**config.mk**
```make
export PLATFORM = sky130hd
export DESIGN_NAME = cordic_quadrant_sched_flat
export DESIGN_NICKNAME = d
export VERILOG_FILES = /design/src/rtl/cordic_pkg.sv /design/src/rtl/cordic_quadrant_sched_if.sv /design/src/rtl/angle_greater.sv /design/src/rtl/cordic_quadrant_sched.sv /design/src/flat_wrapper.sv
export SDC_FILE = /design/constraint.sdc
export NUM_CORES = 1
export LEC_CHECK = 0
export ABC_AREA = 1
export BUFFER_PORTS_ARGS = -buffer_cell sky130_fd_sc_hd__clkbuf_2
export CAP_MARGIN = 40
export CORE_MARGIN = 1.5
export CORE_UTILIZATION = 56
export CTS_BUF_LIST = sky130_fd_sc_hd__clkbuf_8
export CTS_CLUSTER_DIAMETER = 60
export DETAILED_ROUTE_END_ITERATION = 6
export PLACE_DENSITY_LB_ADDON = 0.25
export SLEW_MARGIN = 20
export SYNTH_ARGS = -nofsm -noshare
export SYNTH_HDL_FRONTEND = slang
export SYNTH_SLANG_ARGS = --single-unit
```
**constraint.sdc**
```tcl
create_clock -name clk -period 7.7 [get_ports clk]
set_clock_uncertainty 0.15 [all_clocks]
set_input_delay 1.54 -clock clk [delete_from_list [all_inputs] [get_ports clk]]
set_output_delay 1.54 -clock clk [all_outputs]
set_load 0.005 [all_outputs]
```
**src/rtl/cordic_pkg.sv**
```systemverilog
// Shared CORDIC front-end definitions: float32 angle thresholds, quadrant and
// scheduler state encodings, and a NaN helper.
package cordic_pkg;

   localparam logic [31:0] PI_F32          = 32'h40490FDB;
   localparam logic [31:0] HALF_PI_F32     = 32'h3FC90FDB;
   localparam logic [31:0] ZERO_F32        = 32'h00000000;
   localparam logic [31:0] NEG_HALF_PI_F32 = 32'hBFC90FDB;
   localparam logic [31:0] NEG_PI_F32      = 32'hC0490FDB;

   // Quadrant code consumed by the CORDIC pre-rotation select
   typedef enum logic [1:0] {
      QUAD_0 = 2'd0,  // (0, pi/2]
      QUAD_1 = 2'd1,  // (pi/2, pi]
      QUAD_2 = 2'd2,  // (-pi, -pi/2]
      QUAD_3 = 2'd3   // (-pi/2, 0]
   } quadrant_e;

   typedef enum logic [2:0] {
      ST_IDLE     = 3'd0,
      ST_CMP_PI   = 3'd1,
      ST_CMP_HPI  = 3'd2,
      ST_CMP_Z    = 3'd3,
      ST_CMP_NHPI = 3'd4,
      ST_CMP_NPI  = 3'd5,
      ST_DONE     = 3'd6
   } state_e;

   function automatic logic is_nan(input logic [31:0] f);
      return (f[30:23] == 8'hFF) && (f[22:0] != 23'd0);
   endfunction

endpackage

```
**src/rtl/cordic_quadrant_sched_if.sv**
```systemverilog
// Angle-in / classification-out handshake bundle of the quadrant scheduler.
interface cordic_quadrant_sched_if;

   logic        in_valid;
   logic        in_ready;
   logic [31:0] in_angle;
   logic        out_valid;
   logic        out_ready;
   logic [31:0] out_angle;
   logic [1:0]  out_quadrant;
   logic        out_err;
   logic        busy;

   // master: angle source plus result consumer
   modport master (
      output in_valid, in_angle, out_ready,
      input  in_ready, out_valid, out_angle, out_quadrant, out_err, busy
   );

   // slave: the scheduler itself
   modport slave (
      input  in_valid, in_angle, out_ready,
      output in_ready, out_valid, out_angle, out_quadrant, out_err, busy
   );

endinterface

```
**src/rtl/angle_greater.sv**
```systemverilog
// Float32 "a > b" by sign/exponent/mantissa ordering; +0 > -0, infinities
// order naturally, NaNs are not special-cased.
module angle_greater (
   input  logic [31:0] i_a,
   input  logic [31:0] i_b,
   output logic        o_gt
);

   logic w_mag_gt;
   logic w_mag_lt;

   assign w_mag_gt = i_a[30:0] > i_b[30:0];
   assign w_mag_lt = i_a[30:0] < i_b[30:0];

   // Different signs: a wins exactly when it is the non-negative one.
   // Both negative: the smaller magnitude is the greater value.
   assign o_gt = (i_a[31] != i_b[31]) ? i_b[31] :
                 (i_a[31] ? w_mag_lt : w_mag_gt);

endmodule

```
**src/rtl/cordic_quadrant_sched.sv**
```systemverilog
// Sequential quadrant classifier: walks +pi, +pi/2, 0, -pi/2, -pi with one
// shared comparator, one compare per cycle, and reports quadrant or error.
module cordic_quadrant_sched
   import cordic_pkg::*;
#(
   parameter bit CHECK_NAN = 1'b1
) (
   input  logic                    clk,
   input  logic                    rst_n,
   cordic_quadrant_sched_if.slave  bus
);

   state_e      r_state;
   state_e      w_next;
   logic [31:0] r_angle;
   quadrant_e   r_quad;
   logic        r_err;

   logic [31:0] w_thresh;
   logic        w_gt;
   logic        w_nan;
   logic        w_accept;
   logic        w_done;
   quadrant_e   w_quad_d;
   logic        w_err_d;

   assign w_accept = (r_state == ST_IDLE) && bus.in_valid;
   assign w_nan    = CHECK_NAN && is_nan(r_angle);

   // Threshold mux kept in its own process so the comparator output never
   // feeds back into the block that selects its operand.
   always_comb begin
      w_thresh = ZERO_F32;
      case (r_state)
         ST_CMP_PI:   w_thresh = PI_F32;
         ST_CMP_HPI:  w_thresh = HALF_PI_F32;
         ST_CMP_Z:    w_thresh = ZERO_F32;
         ST_CMP_NHPI: w_thresh = NEG_HALF_PI_F32;
         ST_CMP_NPI:  w_thresh = NEG_PI_F32;
         default:     w_thresh = ZERO_F32;
      endcase
   end

   angle_greater u_cmp (
      .i_a  (r_angle),
      .i_b  (w_thresh),
      .o_gt (w_gt)
   );

   always_ff @(posedge clk or negedge rst_n) begin
      // NOTE: sequential state uses non-blocking assignment so every flop
      // samples pre-edge values regardless of process ordering.
      if (!rst_n) r_state <= ST_IDLE;
      else        r_state <= w_next;
   end

   always_comb begin
      // NOTE: all outputs of this process get a default first, so no branch
      // can leave one unassigned and infer a latch.
      w_next   = r_state;
      w_done   = 1'b0;
      w_quad_d = QUAD_0;
      w_err_d  = 1'b0;
      case (r_state)
         ST_IDLE: begin
            if (bus.in_valid) w_next = ST_CMP_PI;
         end
         ST_CMP_PI: begin
            if (w_nan || w_gt) begin
               w_done  = 1'b1;
               w_err_d = 1'b1;
            end else begin
               w_next = ST_CMP_HPI;
            end
         end
         ST_CMP_HPI: begin
            if (w_gt) begin
               w_done   = 1'b1;
               w_quad_d = QUAD_1;
            end else begin
               w_next = ST_CMP_Z;
            end
         end
         ST_CMP_Z: begin
            if (w_gt) begin
               w_done   = 1'b1;
               w_quad_d = QUAD_0;
            end else begin
               w_next = ST_CMP_NHPI;
            end
         end
         ST_CMP_NHPI: begin
            if (w_gt) begin
               w_done   = 1'b1;
               w_quad_d = QUAD_3;
            end else begin
               w_next = ST_CMP_NPI;
            end
         end
         ST_CMP_NPI: begin
            // Last rung: anything not above -pi (including -pi itself) is out of range
            w_done = 1'b1;
            if (w_gt) w_quad_d = QUAD_2;
            else      w_err_d  = 1'b1;
         end
         ST_DONE: begin
            if (bus.out_ready) w_next = ST_IDLE;
         end
         default: w_next = ST_IDLE;
      endcase
      if (w_done) w_next = ST_DONE;
   end

   always_ff @(posedge clk or negedge rst_n) begin
      if (!rst_n) begin
         r_angle <= 32'd0;
         r_quad  <= QUAD_0;
         r_err   <= 1'b0;
      end else begin
         if (w_accept) r_angle <= bus.in_angle;
         if (w_done) begin
            r_quad <= w_quad_d;
            r_err  <= w_err_d;
         end
      end
   end

   assign bus.in_ready     = (r_state == ST_IDLE);
   assign bus.busy         = (r_state != ST_IDLE);
   assign bus.out_valid    = (r_state == ST_DONE);
   assign bus.out_angle    = r_angle;
   assign bus.out_quadrant = r_quad;
   assign bus.out_err      = r_err;

endmodule

```
**src/flat_wrapper.sv**
```systemverilog
// flat-port wrapper written by rule: the top's interface ports become plain ports
module cordic_quadrant_sched_flat import cordic_pkg::*;
#(
   parameter bit CHECK_NAN = 1'b1
)
  (clk, rst_n, bus_in_valid, bus_in_angle, bus_out_ready, bus_in_ready, bus_out_valid, bus_out_angle, bus_out_quadrant, bus_out_err, bus_busy);
  cordic_quadrant_sched_if bus_i ();
  input  logic clk;
  input  logic rst_n;
  input wire logic [$bits(bus_i.in_valid)-1:0] bus_in_valid;
  input wire logic [$bits(bus_i.in_angle)-1:0] bus_in_angle;
  input wire logic [$bits(bus_i.out_ready)-1:0] bus_out_ready;
  output wire logic [$bits(bus_i.in_ready)-1:0] bus_in_ready;
  output wire logic [$bits(bus_i.out_valid)-1:0] bus_out_valid;
  output wire logic [$bits(bus_i.out_angle)-1:0] bus_out_angle;
  output wire logic [$bits(bus_i.out_quadrant)-1:0] bus_out_quadrant;
  output wire logic [$bits(bus_i.out_err)-1:0] bus_out_err;
  output wire logic [$bits(bus_i.busy)-1:0] bus_busy;
  assign bus_i.in_valid = bus_in_valid;
  assign bus_i.in_angle = bus_in_angle;
  assign bus_i.out_ready = bus_out_ready;
  assign bus_in_ready = bus_i.in_ready;
  assign bus_out_valid = bus_i.out_valid;
  assign bus_out_angle = bus_i.out_angle;
  assign bus_out_quadrant = bus_i.out_quadrant;
  assign bus_out_err = bus_i.out_err;
  assign bus_busy = bus_i.busy;
  cordic_quadrant_sched #(.CHECK_NAN(CHECK_NAN)) u_core (.clk(clk), .rst_n(rst_n), .bus(bus_i));
endmodule
```
==> flow_summary.yaml, run 1 <==
synth:
  synth.most_common_cell: "nand2_1"
  ys_types: 24
  synth_largest_area_cell: "dfrtp_1"
  ys_warn_count: 0
  synth_area_leaders: "dfrtp_1 (43%), nand2_1 (8.8%), mux2_2 (8.6%)"
  synth_flop_cell: "dfrtp_1"
  ys_seq_elements: 38
  synth_top_area_share_pct: 42.8
  seq_area_frac_synth_pct: 42.8
  async_reset_ff_share_pct: 100
  synth_edf_count: 0
  syn_area_um2: 2220
  syn_area_per_cell_um2: 8.23
  synth_fp_nets: 318
  synthTopCellsByCount: "nand2_1 (52), dfrtp_1 (38), nor2_1 (38)"
  syn_inst: 270
timing:
  max_freq_mhz: 320
  min_period_over_period_pct: 40.6
  worst_pin_slew_ns: 0.494
  finalSetupViolCount: 0
  maxSlewViolCount: 0
  relSlewSlack_pct: 67.1
  final-hold-violation-count: 0
  rsz0062_at_grt: "false"
  setup_tns_ns: 0
  period_minus_slack_ns: 3.13
  setup_slack_ns: 4.57
hold_path:
  hold_start: "u_core.bus.out_err$_DFFE_PN0P_"
  min-delay-path-class: "reg2reg"
  hold_depth: 2
grt:
  grt_pass1_wl_um: 8520
  grt_pass1_vias: 1955
  antenna_found_initial: 0
  gr-usage-all-layers_pct: 25.4
  overflow: 0
  grt_max_degree: 48
cts:
  tritoncts: "built"
  cts.clk_slew.worst_paths_ns: 0.07
  cts-hold-fix-buffers: 0
  htreeDepth: 2
  clock-sinks: 38
  cts_setup_buffers: 0
  cts-buffers-inserted: 5
  clk_path_buf_depth: 2
  insertion_delay_ns: 0.29
  cts.repair.resized: 0
  cts_root_buffer: "clkbuf_8"
floorplanning:
  placeableCoreArea_um2: 3740
  fp-row-count: 22
  die_w_um: 66.0
  io_pins: 74
  dieArea_um2: 4350
  chipHeight_um: 66.0
  start_util_pct: 59.4
drt:
  routedWlPerCell_um: 12.6
  drt-initial-drc-count: 94
  drc: 0
  totalWireLength_um: 4970
  drt-vias-per-instance: 5.16
  num_vias: 2045
  drtAntennaViolNets: 0
  drt-pass1-iter-count: 4
worst_setup_path:
  worstPathMaxFanout: 8
  cp-start-kind: "flip-flop"
  rr_worst_depth: 16
  cp-end-kind: "flip-flop"
  crit_type: "reg2reg"
  reg2reg_from: "u_core.r_state[0]$_DFFE_PN0P_"
  crit_required_ns: 7.70
  timing.critical_path.from: "u_core.r_state[0]$_DFFE_PN0P_"
  cp.arrival_ns: 3.13
flow_run:
  drv_cap: 0
power:
  p_per_area_nw_per_um2: 478
  p_leak_uw: 0.00148
  peakVddDrop_uv: 268
placement:
  gp_congestion: 0.895
  hpwlAfterDp_um: 3830
  port_buffers: 73
  pre_cts_ws_ns: 4.66
  place_area_um2: 2660
finish:
  nets: 395
  fillers: 313
  drive_above_1_share_pct: 33.9
  area_growth_pct: 24.0
  stdcell_area_um2: 2760
  diodes: 0
status:
  status: "completed"
==> sequential cells by signal (all words and copies together) (netlist names) <==
signal,flops
u_core.bus.out_angle,32
u_core.bus.out_err,1
u_core.bus.out_quadrant,2
u_core.r_state,3
==> metal layers <==
layer	routed length, um	vias to the layer above	GRT usage, %
met5	0	-	0
li1	-	1048	-
met1	2310	934	32.7
met4	50	0	6.89
met2	2320	57	42.7
met3	296	6	6.13
==> area by class of cell <==
| cell class | count | area [um2] | area share, % |
|---|---|---|---|
| Timing Repair Buffer | 75 | 400 | 14.5 |
| Clock buffer | 6 | 82.6 | 3.00 |
| Inverter | 32 | 120 | 4.36 |
| Multi-Input combinational cell | 195 | 1130 | 41.1 |
| Sequential cell | 38 | 951 | 34.5 |
| Tap cell | 48 | 60.1 | 2.18 |
| Clock inverter | 2 | 8.76 | 0.318 |
==> path summary, 6_finish.rpt <==
path	to	slack (ns)
min in group asynchronous	u_core.r_state[0]$_DFFE_PN0P_	1.05
max in group asynchronous	u_core.bus.out_angle[15]$_DFFE_PN0P_	5.87
worst max-delay path	u_core.r_state[1]$_DFFE_PN0P_	4.57
worst min register to register	u_core.bus.out_err$_DFFE_PN0P_	0.37
worst max register to register	u_core.r_state[1]$_DFFE_PN0P_	4.57
worst min-delay path	u_core.bus.out_err$_DFFE_PN0P_	0.37
==> per-stage QoR <==
stage	hold WS (ns)	util, %	power (uW)	std cells
after floorplan	0.342	-	938	270
after global placement	0.344	70.4	1150	387
after detailed placement	0.351	71.2	1180	388
after CTS	0.368	73.6	1320	396
after global routing	0.411	73.6	1470	396
final	0.368	73.6	1320	396
==> cell families after synthesis <==
kind of cell / after synthesis / share of synthesized area [%]
buffers and inverters: 37 / 6.25
adder cells (fa/ha/maj): 12 / 6.76
AND/OR/NAND/NOR: 136 / 27.8
AO/OA/AOI/OAI: 30 / 7.83
multiplexers: 17 / 8.61
flip-flops: 38 / 42.8
==> report_power, final <==
group	total (uW)	leakage (uW)	internal, uW	switching [uW]
clock	136	0.0000524	70.8	65.5
sequential	397	0.000434	300	97.8
combinational	785	0.000996	323	461
==> worst max-delay path, stage by stage, from the launching register on <==
cell     delay, ns
dfrtp_1       0.46
nor2_1        0.19
nand2_1       0.12
nand2_1       0.10
inv_1         0.13
ha_1          0.35
nand4_1       0.16
nor2_1        0.16
nand3_1       0.10
nor4_1        0.34
nand2_1       0.09
nand2_1       0.08
nand2_1       0.07
nand2_2       0.08
nand2_2       0.08
a21oi_4       0.19
nand4_1       0.12
==> cells in the final DEF, fill, tap and decap left out <==
cell type and instances:
o21ai_1 1, a21oi_1 21, inv_2 3, clkbuf_2 73
nand2_4 1, nand2_1 52, nand2_2 9, nor2_4 2
ha_1 12, a21oi_2 1, a21oi_4 1, mux2_2 17
nor2_2 2, clkbuf_8 6, inv_1 30, buf_4 1
a211oi_1 2, nor3_1 4, nand4_1 8, o2111ai_1 1
nor2_1 38, dfrtp_1 38, nor4_1 5, o21ai_0 3
buf_16 1, nand3_1 15, clkinv_2 1
Power figures use the tool's default switching activity.
==> run 2: changes to the inputs <==
--- a/config.mk
+++ b/config.mk
@@ -9,7 +9,7 @@
 export BUFFER_PORTS_ARGS = -buffer_cell sky130_fd_sc_hd__clkbuf_2
 export CAP_MARGIN = 40
 export CORE_MARGIN = 1.5
-export CORE_UTILIZATION = 56
+export CORE_UTILIZATION = 47
 export CTS_BUF_LIST = sky130_fd_sc_hd__clkbuf_8
 export CTS_CLUSTER_DIAMETER = 60
 export DETAILED_ROUTE_END_ITERATION = 6
==> constraint.sdc (replaced) <==
create_clock -name clk -period 2.6 [get_ports clk]
set_clock_uncertainty 0.15 [all_clocks]
set_input_delay 0.52 -clock clk [delete_from_list [all_inputs] [get_ports clk]]
set_output_delay 0.52 -clock clk [all_outputs]
set_load 0.005 [all_outputs]
==> run 2 against run 1 <==
  * The flow now finishes with violations (DRC, setup timing)
  * Clock power grew to 3.1 times the previous value
  * First-iteration DRC count is 17% higher
  * Global-route usage is 2.3 points lower
  * Worst setup slack worse by 4.8 ns
  * Cell count is 8.1% higher
  * Die area is 18% higher
  * Critical path depth stayed put
  * Combinational power grew to 3.8 times the previous value
  * Sequential cell count stayed put
  * Fmax is 9.8% higher
  * Sequential power grew to 3.0 times the previous value
  * Total power grew to 3.5 times the previous value
  * Largest power group unchanged
==> flow_summary.yaml, run 2 (synthesized netlist as in run 1, its figures left out) <==
status:
  status: "finished, violations left"
  violations: "DRC, setup timing"
drt:
  drt-pass1-iter-count: 7
  num_vias: 2211
  drt-vias-per-instance: 5.17
  drt-initial-drc-count: 110
  totalWireLength_um: 5660
  routedWlPerCell_um: 13.2
  drc: 1
  drtAntennaViolNets: 0
grt:
  globalRouteMet2Util_pct: 39.1
  grt_pass1_vias: 2083
  met1_usage_pct: 28.4
  grt.busiest_layer: "met2"
  gr-usage-all-layers_pct: 23.1
  overflow: 0
  grt_max_degree: 39
  grt_pass1_wl_um: 9280
  antenna_found_initial: 0
  met3_usage_pct: 5.20
worst_setup_path:
  rr_worst_depth: 16
  timing.rr.end: "u_core.bus.out_quadrant[0]$_DFFE_PN0P_"
  path_cells: "nor2_2 -> nand2_2 -> nand2_4 -> inv_8 -> ha_4 -> nand4_1 -> nor4_2 -> nand4_1 -> nor3_1 -> nand3_1 -> nand3_2 -> nand3_2 -> nand2_4 -> buf_4 -> nand3_1 -> nand2_1"
  timing.critical_path.from: "u_core.r_state[0]$_DFFE_PN0P_"
  cp-end-kind: "flip-flop"
  worstPathMaxFanout: 8
  cp-start-kind: "flip-flop"
  cp.arrival_ns: 2.93
  critPathBufInv: 2
  crit_type: "reg2reg"
  slowest_delay_ns: 0.42
  cpLargestDelayFamily: "simple AND/OR/NAND/NOR gates"
  reg2reg_from: "u_core.r_state[0]$_DFFE_PN0P_"
  regToRegSetupSlack_ns: -0.25
  slowest_stage: "dfrtp_1"
  crit_required_ns: 2.68
cts:
  cts.clk_slew.worst_paths_ns: 0.08
  htreeDepth: 2
  insertion_delay_ns: 0.29
  clk_path_buf_depth: 2
  cts-buffers-inserted: 5
  cts_root_buffer: "clkbuf_8"
  tritoncts: "built"
  clock-sinks: 38
power:
  fin_total_pwr_uw: 4590
  p_per_area_nw_per_um2: 1480
  peakVddDrop_uv: 601
  p_leak_uw: 0.00164
placement:
  hpwlAfterDp_um: 4140
  gp_congestion: 0.882
  port_buffers: 73
timing:
  period_minus_slack_ns: 2.85
  finalHoldWorstSlack_ns: 0.110
  min_period_over_period_pct: 110
  worst_pin_slew_ns: 0.583
  finalSetupViolCount: 6
  setup_slack_ns: -0.250
  setup_tns_ns: -1.39
  relSlewSlack_pct: 61.0
  rsz0062_at_grt: "true"
  final-hold-violation-count: 0
  maxSlewViolCount: 0
  max_freq_mhz: 351
finish:
  nets: 423
  area.sequential_um2: 951
  final_cell_mix: "clkbuf_2 (73), nand2_1 (49), dfrtp_1 (38)"
  area_growth_pct: 39.2
  drive_above_1_share_pct: 43.1
  final_core_util_pct: 69.6
  diodes: 0
  final_common_cell: "clkbuf_2"
  largest_register_ffs: 32
  fillers: 352
  multi_input_area_um2: 1260
floorplanning:
  die_w_um: 71.8
  dieArea_um2: 5150
  io_pins: 74
  fp-row-count: 24
  placeableCoreArea_um2: 4440
  chipHeight_um: 71.8
  start_util_pct: 50.0
flow_run:
  drv_cap: 0
hold_path:
  min-delay-path-class: "in2async"
==> run 2: worst max-delay path by stage <==
stage | end | slack (ns) | cells past startpoint
final | u_core.bus.out_quadrant[0]$_DFFE_PN0P_ | -0.25 | 16
after global routing | u_core.bus.out_quadrant[0]$_DFFE_PN0P_ | -0.41 | 22
after CTS | u_core.r_state[0]$_DFFE_PN0P_ | -0.17 | 17
after detailed placement | u_core.r_state[0]$_DFFE_PN0P_ | -0.26 | 17
after global placement | u_core.bus.out_err$_DFFE_PN0P_ | -0.15 | 18
after floorplan | u_core.bus.out_err$_DFFE_PN0P_ | 0.03 | 18
==> run 2: metrics by stage <==
step	instances	setup slack, ns	area (um2)
6_report	428	-0.250	3090
5_1_grt	428	-0.414	3090
4_1_cts	425	-0.167	3020
3_5_place_dp	409	-0.262	2790
3_3_place_gp	409	-0.152	2790
2_1_floorplan	270	0.0326	2230
==> run 2: power by group <==
part	leakage (uW)	switching, uW	internal (uW)
sequential	0.000434	315	886
combinational	0.00115	1590	1390
clock	0.0000524	205	210
total	0.00164	2110	2480
==> run 2: what timing repair did <==
action / CTS / global route
pin swaps: 5 / 14
gates resized for setup: 9 / 12
setup buffers: 8 / 3
gates cloned: 0 / 0
hold endpoints to repair: 0 / 0
endpoints found under the setup margin: 6 / 6
hold buffers: 0 / 0
==> run 2: routing by layer <==
layer	vias up	wire length [um]
met3	12	391
met1	1018	2390
met5	-	0
met2	83	2760
li1	1098	-
met4	0	118
==> run 2: cell type report <==
type	instances	area share (%)
Inverter	32	4.13
Tap cell	52	2.10
Clock buffer	6	2.67
Timing Repair Buffer	103	19.2
Sequential cell	38	30.7
Clock inverter	2	0.283
Multi-Input combinational cell	195	40.9
==> run 2: worst reg2reg max path, cell delays in order (launching register included) <==
cell     delay, ns
dfrtp_1       0.42
nor2_2        0.15
nand2_2       0.11
nand2_4       0.10
inv_8         0.07
ha_4          0.27
nand4_1       0.16
nor4_2        0.34
nand4_1       0.15
nor3_1        0.19
nand3_1       0.11
nand3_2       0.11
nand3_2       0.10
nand2_4       0.11
buf_4         0.11
nand3_1       0.07
nand2_1       0.08
==> run 3: changes to the inputs <==
--- a/config.mk
+++ b/config.mk
@@ -6,14 +6,17 @@
 export NUM_CORES = 1
 export LEC_CHECK = 0
 export ABC_AREA = 1
-export BUFFER_PORTS_ARGS = -buffer_cell sky130_fd_sc_hd__clkbuf_2
+export BUFFER_PORTS_ARGS = -buffer_cell sky130_fd_sc_hd__buf_4
 export CAP_MARGIN = 40
+export CELL_PAD_IN_SITES_DETAIL_PLACEMENT = 1
+export CELL_PAD_IN_SITES_GLOBAL_PLACEMENT = 1
 export CORE_MARGIN = 1.5
-export CORE_UTILIZATION = 47
+export CORE_UTILIZATION = 34
 export CTS_BUF_LIST = sky130_fd_sc_hd__clkbuf_8
 export CTS_CLUSTER_DIAMETER = 60
 export DETAILED_ROUTE_END_ITERATION = 6
 export PLACE_DENSITY_LB_ADDON = 0.25
+export SETUP_SLACK_MARGIN = 0.05
 export SLEW_MARGIN = 20
 export SYNTH_ARGS = -nofsm -noshare
 export SYNTH_HDL_FRONTEND = slang
==> run 3 against run 2 <==
  * The run ends with setup timing left
  * Worst setup slack worse by 0.042 ns
  * Worst hold slack got worse by 0.075 ns
  * Wire length is 20% higher
  * Count of clock-buffer cells in the layout unchanged
  * Critical path depth did not move
  * Combinational power grew 12%
  * Via count is 2.0% higher
  * Die area grew 37%
  * Total power increased by 8.4%
  * First-iteration DRC count down 45%
  * Clock power is 4.8% higher
  * Sequential power is essentially flat
  * Critical path type unchanged
  * Largest cell class unchanged
==> flow_summary.yaml, run 3 (synthesized netlist as in run 1, its figures left out) <==
finish:
  diodes: 0
  final_core_util_pct: 52.6
  stdcell_area_um2: 3340
  final_common_cell: "buf_4"
  area_growth_pct: 50.2
  multi_input_area_um2: 1280
  area.sequential_um2: 951
  final_cell_mix: "buf_4 (101), nand2_1 (47), dfrtp_1 (38)"
  fillers: 776
  nets: 423
  drive_above_1_share_pct: 44.7
  largest_register_ffs: 32
timing:
  setup_tns_ns: -1.60
  period_minus_slack_ns: 2.89
  min_period_over_period_pct: 111
  relSlewSlack_pct: 66.5
  final-hold-violation-count: 0
  max_freq_mhz: 346
  maxSlewViolCount: 0
  worst_pin_slew_ns: 0.502
  setup_slack_ns: -0.292
  rsz0062_at_grt: "true"
  finalSetupViolCount: 6
drt:
  totalWireLength_um: 6790
  num_vias: 2255
  drtAntennaViolNets: 0
  drt-pass1-iter-count: 4
  drc: 0
  routedWlPerCell_um: 15.0
  drt-initial-drc-count: 61
  drt-vias-per-instance: 4.98
placement:
  pre_cts_ws_ns: -0.285
  place_area_um2: 3030
  hpwlAfterDp_um: 5060
  gp_congestion: 0.861
  port_buffers: 73
worst_setup_path:
  worstPathMaxFanout: 8
  cp-start-kind: "flip-flop"
  slowest_stage: "dfrtp_1"
  crit_type: "reg2reg"
  slowest_delay_ns: 0.43
  cp.arrival_ns: 2.90
  path_cells: "nor2_2 -> nand2_2 -> nand2_4 -> inv_8 -> ha_1 -> nand4_1 -> nor2_2 -> nand3_2 -> nor4_2 -> nand2_1 -> nand2_2 -> nand2_2 -> nand2_4 -> nand2_4 -> a21oi_4 -> nand4_1"
  cp-end-kind: "flip-flop"
  crit_required_ns: 2.61
grt:
  overflow: 0
  grt_pass1_vias: 2354
  antenna_found_initial: 0
  grt_pass1_wl_um: 11400
  grt_max_degree: 39
  gr-usage-all-layers_pct: 20.3
floorplanning:
  placeableCoreArea_um2: 6350
  dieArea_um2: 7030
  io_pins: 74
  chipHeight_um: 83.8
  start_util_pct: 35.0
  fp-row-count: 29
  die_w_um: 83.8
cts:
  tritoncts: "built"
  cts.clk_slew.worst_paths_ns: 0.08
  clock-sinks: 38
  cts_root_buffer: "clkbuf_8"
  htreeDepth: 2
  cts-buffers-inserted: 5
  clk_path_buf_depth: 2
  insertion_delay_ns: 0.30
power:
  fin_total_pwr_uw: 4980
  p_per_area_nw_per_um2: 1490
  peakVddDrop_uv: 571
  p_leak_uw: 0.00169
status:
  status: "finished, violations left"
  violations: "setup timing"
flow_run:
  drv_cap: 0
hold_path:
  min-delay-path-class: "in2async"
[run 3: cell count changes in the layout (fill, tap and decap cells not counted), moves of 2 or more]
cell      change
nand2_1       -2
clkbuf_2     -73
nand3_1       -2
buf_4        +72
nand3_2       +2
[run 3: cell type report]
class / instances / area share [%]
multi-input cells: 195 / 38.4
flip-flops and latches: 38 / 28.5
repair buffers: 103 / 23.7
inverters: 32 / 3.82
well taps: 77 / 2.89
clock buffers: 6 / 2.47
clock inverters: 2 / 0.262
[run 3: routing by layer]
| layer | track usage, % | vias up | share of wire (%) | wire (um) |
|---|---|---|---|---|
| met2 | 35.6 | 44 | 52 | 3550 |
| met4 | 6.11 | 0 | 1.4 | 95 |
| met1 | 25.2 | 1105 | 43 | 2890 |
| met5 | 0 | - | 0 | 0 |
| li1 | - | 1097 | - | - |
| met3 | 3.96 | 9 | 3.7 | 253 |
[run 3: worst paths after layout]
path | start | endpoint | slack (ns) | cells after the start
worst max-delay path | u_core.r_state[0]$_DFFE_PN0P_ | u_core.r_state[1]$_DFFE_PN0P_ | -0.29 | 16
worst min-delay path | rst_n | u_core.bus.out_angle[9]$_DFFE_PN0P_ | 0.03 | 1
worst max register to register | u_core.r_state[0]$_DFFE_PN0P_ | u_core.r_state[1]$_DFFE_PN0P_ | -0.29 | 16
worst min register to register | u_core.bus.out_quadrant[0]$_DFFE_PN0P_ | u_core.bus.out_quadrant[0]$_DFFE_PN0P_ | 0.37 | 2
max in group asynchronous | rst_n | u_core.bus.out_angle[27]$_DFFE_PN0P_ | 1.91 | 1
min in group clk | bus_in_angle[20] | u_core.bus.out_angle[20]$_DFFE_PN0P_ | 0.30 | 2
[run 3: metrics by stage]
stage,hold slack (ns),std cells
2_1_floorplan,0.0744,270
3_3_place_gp,0.372,435
3_5_place_dp,0.357,435
4_1_cts,0.0511,453
5_1_grt,0.0663,453
6_report,0.0349,453
[run 3: repair_timing]
action                     4_1_cts  5_1_grt
setup endpoints to repair        6        6
setup buffers                   10        0
pin swaps                        8       15
hold buffers                     0        0
resized for setup               19        9
[run 3: critical path: cells and delay by family, from the launching register on]
family | cells | cell delay [ns]
buffers and inverters | 1 | 0.07
and+or+nand+nor | 13 | 1.63
AOI/OAI and AO/OA | 1 | 0.19
DFF | 1 | 0.43
adders and majority gates | 1 | 0.28
[run 3: power breakdown]
group          leakage [uW]  total, uW  switching, uW  internal, uW
registers          0.000434       1200            317           886
clock network     0.0000524        435            224           210
logic               0.00120       3340           1710          1630
total               0.00169       4980           2250          2720
